<file path="config.mk">
export PLATFORM = sky130hd
export DESIGN_NAME = coin_acceptor
export DESIGN_NICKNAME = d
export VERILOG_FILES = /design/src/rtl/coin_acceptor.sv
export SDC_FILE = /design/constraint.sdc
export NUM_CORES = 1
export LEC_CHECK = 0
export BUFFER_PORTS_ARGS = -buffer_cell sky130_fd_sc_hd__buf_4
export CORE_MARGIN = 2
export CORE_UTILIZATION = 60
export CTS_CLUSTER_SIZE = 20
export DETAILED_ROUTE_END_ITERATION = 10
export GPL_TIMING_DRIVEN = 0
export PLACE_DENSITY = 0.77
export RECOVER_POWER = 100
export SYNTH_ARGS = -nofsm -noshare
export SYNTH_HDL_FRONTEND = slang
export SYNTH_SLANG_ARGS = --single-unit
</file>
<file path="constraint.sdc">
create_clock -name clk -period 2 [get_ports clk]
set_input_delay 0.3 -clock clk [delete_from_list [all_inputs] [get_ports clk]]
set_output_delay 0.3 -clock clk [all_outputs]
set_load 0.05 [all_outputs]
</file>
<file path="src/rtl/coin_acceptor.sv">
// Coin sensor front end: synchronises the raw 5/10 sensors, qualifies pulse width,
// queues accepted coins and issues them as single-cycle codes separated by an idle gap.
module coin_acceptor #(
  parameter int MIN_W = 3,
  parameter int MAX_W = 20,
  parameter int GAP   = 4,
  parameter int DEPTH = 4
) (
  input  logic       clk,
  input  logic       rst,
  input  logic       coin5_raw,
  input  logic       coin10_raw,
  output logic [1:0] coin_code,
  output logic       reject,
  output logic       fifo_full
);

  localparam int CW = $clog2(MAX_W + 2);
  localparam int AW = $clog2(DEPTH);
  localparam int GW = $clog2(GAP + 2);

  localparam logic [CW-1:0] CNT_ONE = CW'(1);
  localparam logic [CW-1:0] CNT_MIN = CW'(MIN_W);
  localparam logic [CW-1:0] CNT_MAX = CW'(MAX_W);
  localparam logic [AW-1:0] PTR_ONE = AW'(1);
  localparam logic [AW:0]   OCC_ONE = (AW+1)'(1);
  localparam logic [AW:0]   OCC_FULL = (AW+1)'(DEPTH);
  localparam logic [GW-1:0] GAP_ONE = GW'(1);
  localparam logic [GW-1:0] GAP_LD  = GW'(GAP);

  typedef enum logic [1:0] {IDLE, MEASURE, STUCK} state_t;

  logic [1:0]    sync5, sync10;
  logic          s5, s10;
  state_t        state;
  logic          ch;          // latched channel: 0 = 5-unit, 1 = 10-unit
  logic [CW-1:0] cnt;
  logic          lat, oth, in_range, fall, push, pop;
  logic [1:0]    mem [DEPTH];
  logic [AW-1:0] wp, rp;
  logic [AW:0]   count, count_n;
  logic [GW-1:0] gap;

  always_ff @(posedge clk) begin
    if (rst) begin
      sync5  <= 2'b00;
      sync10 <= 2'b00;
    end else begin
      sync5  <= {sync5[0], coin5_raw};
      sync10 <= {sync10[0], coin10_raw};
    end
  end

  assign s5  = sync5[1];
  assign s10 = sync10[1];

  assign lat      = ch ? s10 : s5;
  assign oth      = ch ? s5 : s10;
  assign in_range = (cnt >= CNT_MIN) && (cnt <= CNT_MAX);
  assign fall     = (state == MEASURE) && !lat && !oth;
  assign push     = fall && in_range && !fifo_full;
  assign pop      = (count != '0) && (gap == '0);

  // Pulse qualifier; reject is raised once on entry to STUCK or on a full-FIFO drop.
  always_ff @(posedge clk) begin
    if (rst) begin
      state  <= IDLE;
      ch     <= 1'b0;
      cnt    <= '0;
      reject <= 1'b0;
    end else begin
      reject <= 1'b0;
      case (state)
        IDLE: begin
          if (s5 ^ s10) begin
            ch    <= s10;
            cnt   <= CNT_ONE;
            state <= MEASURE;
          end else if (s5 && s10) begin
            reject <= 1'b1;
            state  <= STUCK;
          end
        end
        MEASURE: begin
          if (oth) begin
            reject <= 1'b1;
            state  <= STUCK;
          end else if (lat) begin
            cnt <= cnt + CNT_ONE;
            if (cnt == CNT_MAX) begin
              reject <= 1'b1;
              state  <= STUCK;
            end
          end else begin
            if (in_range && fifo_full) reject <= 1'b1;
            state <= IDLE;
          end
        end
        STUCK: begin
          if (!s5 && !s10) state <= IDLE;
        end
        default: state <= IDLE;
      endcase
    end
  end

  always_comb begin
    count_n = count;
    if (push && !pop)      count_n = count + OCC_ONE;
    else if (pop && !push) count_n = count - OCC_ONE;
  end

  always_ff @(posedge clk) begin
    if (push) mem[wp] <= ch ? 2'b10 : 2'b01;
  end

  always_ff @(posedge clk) begin
    if (rst) begin
      wp        <= '0;
      rp        <= '0;
      count     <= '0;
      fifo_full <= 1'b0;
    end else begin
      if (push) wp <= wp + PTR_ONE;
      if (pop)  rp <= rp + PTR_ONE;
      count     <= count_n;
      fifo_full <= (count_n == OCC_FULL);
    end
  end

  // Issue stage: one registered code per pop, then GAP idle cycles before the next.
  always_ff @(posedge clk) begin
    if (rst) begin
      coin_code <= 2'b00;
      gap       <= '0;
    end else if (pop) begin
      coin_code <= mem[rp];
      gap       <= GAP_LD;
    end else begin
      coin_code <= 2'b00;
      if (gap != '0) gap <= gap - GAP_ONE;
    end
  end

endmodule

</file>
== Yosys cells after proc, flatten, opt, wreduce, memory -nomap -nowiden ==
Memories as Yosys holds them, arrays and structs flattened. A register that Yosys moved wholly into a read port is not among the register bits.
Cells that the tools add are included.
Cells by class
  add/sub/neg operators: 6
  $mul: 0
  divide/modulo/power cells: 0
  $lt $le $gt $ge: 2
  eq/ne operators: 10
  shifts and indexed selects: 0
  muxes and demuxes: 27
  bitwise operators: 2
  reductions and logical operators: 29
Operators by type and width (count)
  two-way mux 5 bit: 3
  two-way mux 2 bit: 7
  two-way mux 3 bit: 4
  logical AND 1 bit: 11
  two-way mux 1 bit: 10
  one-hot mux 5 bit (2 select lines): 1
  inequality test 2 bit (second input constant): 4
  logical NOT 1 bit: 7
  one-hot mux 2 bit (3 select lines): 1
  nonzero test 3 bit: 2
  subtractor 3 x 1 -> 3 bit (second input constant): 2
  adder 5 x 1 -> 5 bit (second input constant): 1
  == test 5 bit (second input constant): 1
  greater-or-equal comparator 5 x 2 -> 1 bit (second input constant): 1
  less-or-equal comparator 5 bit (second input constant): 1
  adder 2 x 1 -> 2 bit (second input constant): 2
  inequality test 4 x 3 -> 1 bit (second input constant): 1
  AND reduction 4 bit: 1
  nonzero test 2 bit: 2
  OR reduction 2 bit: 2
  adder 3 x 1 -> 3 bit (second input constant): 1
  == test 3 bit (second input constant): 1
  logical NOT 3 bit: 1
  inequality test 3 bit (second input constant): 1
  8 further kinds: 8
Word-level totals
  register bits after elaboration: 24
  latch bits: 0
  memory bits (writable): 8
  bits in read-only memories: 0
  bits of input ports: 4
  output and inout port bits: 4
  word-level logic and storage cells: 89
  memories kept: 1
Memory list
  mem: words 4, bits a word 2, read ports 1, clocked after Yosys merged registers in 1, write ports 1, line 39  | logic [1:0] mem [DEPTH];

== Logic depth before layout (Yosys ltp) ==
  depth after elaboration: 11
  depth in mapped cells: 8
  depth with buffers taken out: 7

== Worst setup path before layout ==
OpenSTA, ideal clock, no wires.
  kind: reg-to-reg
  start: reg cnt[0]
  end: reg fifo_full
  library setup time: 0.091 ns
  arrival: 1.609 ns
  data required time: 1.909 ns
  setup slack: 0.300 ns
  cell stages (with the launch flop): 8
  path buffers: 0
  period minus slack after synthesis: 1.700 ns
  cells stage by stage: dfxtp_1 > inv_1 > ha_1 > nor2b_1 > o21ai_2 > nand3_2 > or4_1 > a311oi_1
Between the ends
  cells in the longest elaborated chain, start to end: 9
  elaborated cells on any way between the ends: 11
  those cells by class: order compare: 2; eq/ne: 1; mux: 2; reduce/logical: 6
Ends and longest elaborated chain
  start, declared: line 37  | logic [CW-1:0] cnt;
  start signal, assigned: line 89  | cnt <= cnt + CNT_ONE;
  greater-or-equal comparator 5 x 2 -> 1 bit / less-or-equal comparator 5 bit (equally long branches): line 59  | assign in_range = (cnt >= CNT_MIN) && (cnt <= CNT_MAX);
  logical AND 1 bit (*): line 59
  logical AND 1 bit (*) (2 in a row): line 61  | assign push = fall && in_range && !fifo_full;
  logical NOT 1 bit: line 110  | else if (pop && !push) count_n = count - OCC_ONE;
  logical AND 1 bit: line 110
  two-way mux 3 bit: line 110
  two-way mux 3 bit (*): line 109  | if (push && !pop) count_n = count + OCC_ONE;
  == test 3 bit (*): line 127  | fifo_full <= (count_n == OCC_FULL);
  end signal, assigned: line 127
  end, declared: line 15  | output logic fifo_full
Every way passes the cells marked *; elsewhere a longest branch is shown, timed or not.
A chain may end at the register's enable or synchronous reset.

== Worst setup path in the final report ==
  start: reg cnt[0]
  end: reg count[0]
Between the ends
  cells in the longest elaborated chain, start to end: 8
  elaborated cells on any way between the ends: 10
  those cells by class: order compare: 2; mux: 2; reduce/logical: 6
Ends and longest elaborated chain
  greater-or-equal comparator 5 x 2 -> 1 bit / less-or-equal comparator 5 bit (equally long branches): line 59
  logical AND 1 bit (*): line 59
  logical AND 1 bit (*) (2 in a row): line 61
  logical NOT 1 bit: line 110
  logical AND 1 bit: line 110
  two-way mux 3 bit: line 110
  two-way mux 3 bit (*): line 109
  end signal, assigned: line 126  | count <= count_n;
  end, declared: line 41  | logic [AW:0] count, count_n;
Marked as above.

==> metrics.csv <==
metric,value,unit
status,"complete, no violations",
max_slew headroom,59.8,%
met1 Track Usage GR,22.0,%
PD cells,1030,nW/um2
DRC errors left,0,
dpl cell area,1780,um2
# rows,19,
MaxCap Viol Count,0,
Avg Inst Size Synth,10.3,um2
"Most Used Layer, Global Route",met2,
post-route cell area,1840,um2
initial cell density of the core,62.6,%
Worst EP arrival,2.12,ns
H-tree lvl count,2,
Inst Count DP,202,
Layout Cells excl Fill,211,
"leading cell type in the layout, fill and taps excluded",dfxtp_1,
Synth Area in Simple Gates,19.4,%
share of the synthesized area in the top cell type,30.7,%
startpoint types,flip-flop,
HP Class,in2reg,
Final nets,197,
Worst-path clk slew,0.09,ns
core area,2710,um2
Final min period,1.86,ns
hpwl dp,2.30,mm
cts hold-fix bufs,0,
post-synthesis sequential area ratio,44.9,%
number of synthesized register bits,34,
io pins,8,
"Data required, critical path",2.26,ns
P&R area growth vs syn,8.63,%
Post-synth top flop,dfxtp_1,
fraction of layout instances using a drive strength above 1,13.3,%
crit path launch,cnt[0]$_SDFFE_PP0P_,
ys async rst share,0,%
Via Count,1234,
most frequent cells in the layout,"dfxtp_1, nor2_1, ha_1",
fin worst setup slack,0.135,ns
CP Capture Type,flip-flop,
initial antenna violation count,0,
total CTS buffers,5,
gpl congestion,0.806,
"top cells by area, synth","dfxtp_1, edfxtp_1, ha_1",
antenna-violating nets left,0,
FILL cells,219,
CP Capture Point,count[0]$_SDFF_PP0_,
Total Wirelength,3.02,mm
Post-synth EDFFs,8,
largest net degree at the start of global routing,11,
mapped cell area,1700,um2
GR Layer Usage met3,6.12,%
TritonCTS clock tree,built,
Worst Path Max Fanout,8,
reg2reg start,cnt[0]$_SDFFE_PP0P_,
first-pass GRT wire length,4.86,mm
Ys Warns,0,
max-slew violations,0,
Clock Latency Late Sink,0.33,ns
global route overflow,0,
clk buf depth,2,
Lkg Pwr,0.677,nW
Post-Route Skew,0.00983,ns
GRT met2 Usage,33.5,%
Setup CP Type,reg2reg,
area occupied by multi-input gates,880,um2
die area,3270,um2
Overall Power,1.90,mW
cells after synthesis,165,
Synth Area in Compound Gates,10.8,%
Die Wd,57.2,um
Hold WS,0.192,ns
1st-pass router iterations,4,
top cell type by total area after synthesis,dfxtp_1,
Final setup viols,0,
r2r setup slk,0.14,ns
Die H,57.2,um
vias in the first global route,1140,
Worst-Margin Slew,0.606,ns
combinational family with the most area after synthesis,simple AND/OR/NAND/NOR gates,
FF/Latch Area,762,um2
gr usage total,19.8,%
CTS Sinks,34,
ant diodes,0,
Post-Synth Adder-Cell Area,10.9,%
Port Buf Inserts,6,
Avg Vias per Cell,5.85,
FF-to-FF End,count[0]$_SDFF_PP0_,
area share of xor/xnor cells in the synthesized design,4.94,%
post-place setup slack,0.140,ns
period utilization,93.2,%
Post-Syn Nets,183,
number of cells on the worst reg-to-reg path,7,
mux contribution to synthesized area,5.17,%
Max Freq,0.536,GHz
initial DRC count,36,
Clock Root Buffer,clkbuf_4,
endpoints failing hold,0,
VDD IR-drop max,0.000895,V
Netlist cell types,43,
post-DR wirelength/cell,14.3,um
-- logic make-up (layout without fill, tap and decap cells) --
kind of cell | count (synthesis) | after routing
simple gates | 59 | 59
mux | 6 | 6
buf+inv | 17 | 32
flops | 34 | 34
fa+ha+maj | 15 | 15
xor+xnor | 8 | 8
compound gates | 26 | 26
-- worst min-delay path by stage --
stage                         start              endpoint  slack [ns]  depth (start not counted)
6_report                 coin10_raw  sync10[0]$_SDFF_PP0_        0.19                          2
4_1_cts                  coin10_raw  sync10[0]$_SDFF_PP0_        0.18                          2
5_1_grt                   coin5_raw   sync5[0]$_SDFF_PP0_        0.20                          2
3_5_place_dp   sync10[0]$_SDFF_PP0_  sync10[1]$_SDFF_PP0_        0.43                          1
2_1_floorplan  sync10[0]$_SDFF_PP0_  sync10[1]$_SDFF_PP0_        0.41                          1
3_3_place_gp    sync5[0]$_SDFF_PP0_   sync5[1]$_SDFF_PP0_        0.43                          1
-- registers in the layout, summed over array words and instances, names as in the netlist --
signal	flops
count	3
coin_code	2
wp	2
state	2
sync10	2
fifo_full	1
cnt	5
ch	1
gap	3
reject	1
rp	2
sync5	2
mem	8
-- worst max-delay path: stages (launching register included) --
cell and delay [ns]:
dfxtp_2 0.35, ha_1 0.22, nor4_1 0.27, o21ai_2 0.17, and3_2 0.20, buf_2 0.17, xnor3_1 0.33, nor2_1 0.10
-- power by group --
| group | switching, mW | total (mW) | internal [mW] |
|---|---|---|---|
| Sequential | 0.0798 | 0.866 | 0.787 |
| Combinational | 0.383 | 0.662 | 0.279 |
| Clock | 0.209 | 0.373 | 0.163 |
-- final cells by class --
type / count / share of cell area (%)
Tap cell: 31 / 2.11
Timing Repair Buffer: 7 / 2.04
Sequential cell: 34 / 41.4
Multi-Input combinational cell: 114 / 47.8
Inverter: 12 / 2.45
Clock buffer: 6 / 2.79
Clock inverter: 2 / 0.408
Buffer: 5 / 1.09
-- repair_timing --
item / 4_1_cts / 5_1_grt
endpoints found under the setup margin: 0 / 1
endpoints found under the hold margin: 0 / 0
setup buffers: 0 / 1
resized for setup: 0 / 3
-- Yosys cell counts, types with 2 or more instances --
cell,number
dfxtp_1,26
nor2_1,17
ha_1,14
inv_1,12
a21oi_1,9
edfxtp_1,8
nand2_1,6
nor2b_1,6
nor3_1,6
and2_1,5
clkbuf_1,4
xor2_1,4
a2111oi_0,3
nand2b_1,3
nand4_1,3
xnor2_1,3
a211oi_1,2
a21oi_2,2
a311oi_1,2
mux2_2,2
mux2i_1,2
mux4_2,2
nor3b_1,2
o21ai_0,2
o21ai_2,2
-- metrics by stage --
stage	util (%)	TNS, ns
floorplan	-	0
global placement	65.7	0
detailed placement	65.7	0
CTS	67.8	0
global route	68.0	-0.00125
finish	68.0	0
-- routing by layer --
layer / vias to the layer above / part of all wire (%)
met5: - / 0
met4: 0 / 2.3
met1: 587 / 43
met2: 30 / 50
li1: 610 / -
met3: 7 / 4.0
No activity file was read; power rests on OpenSTA's default activity.
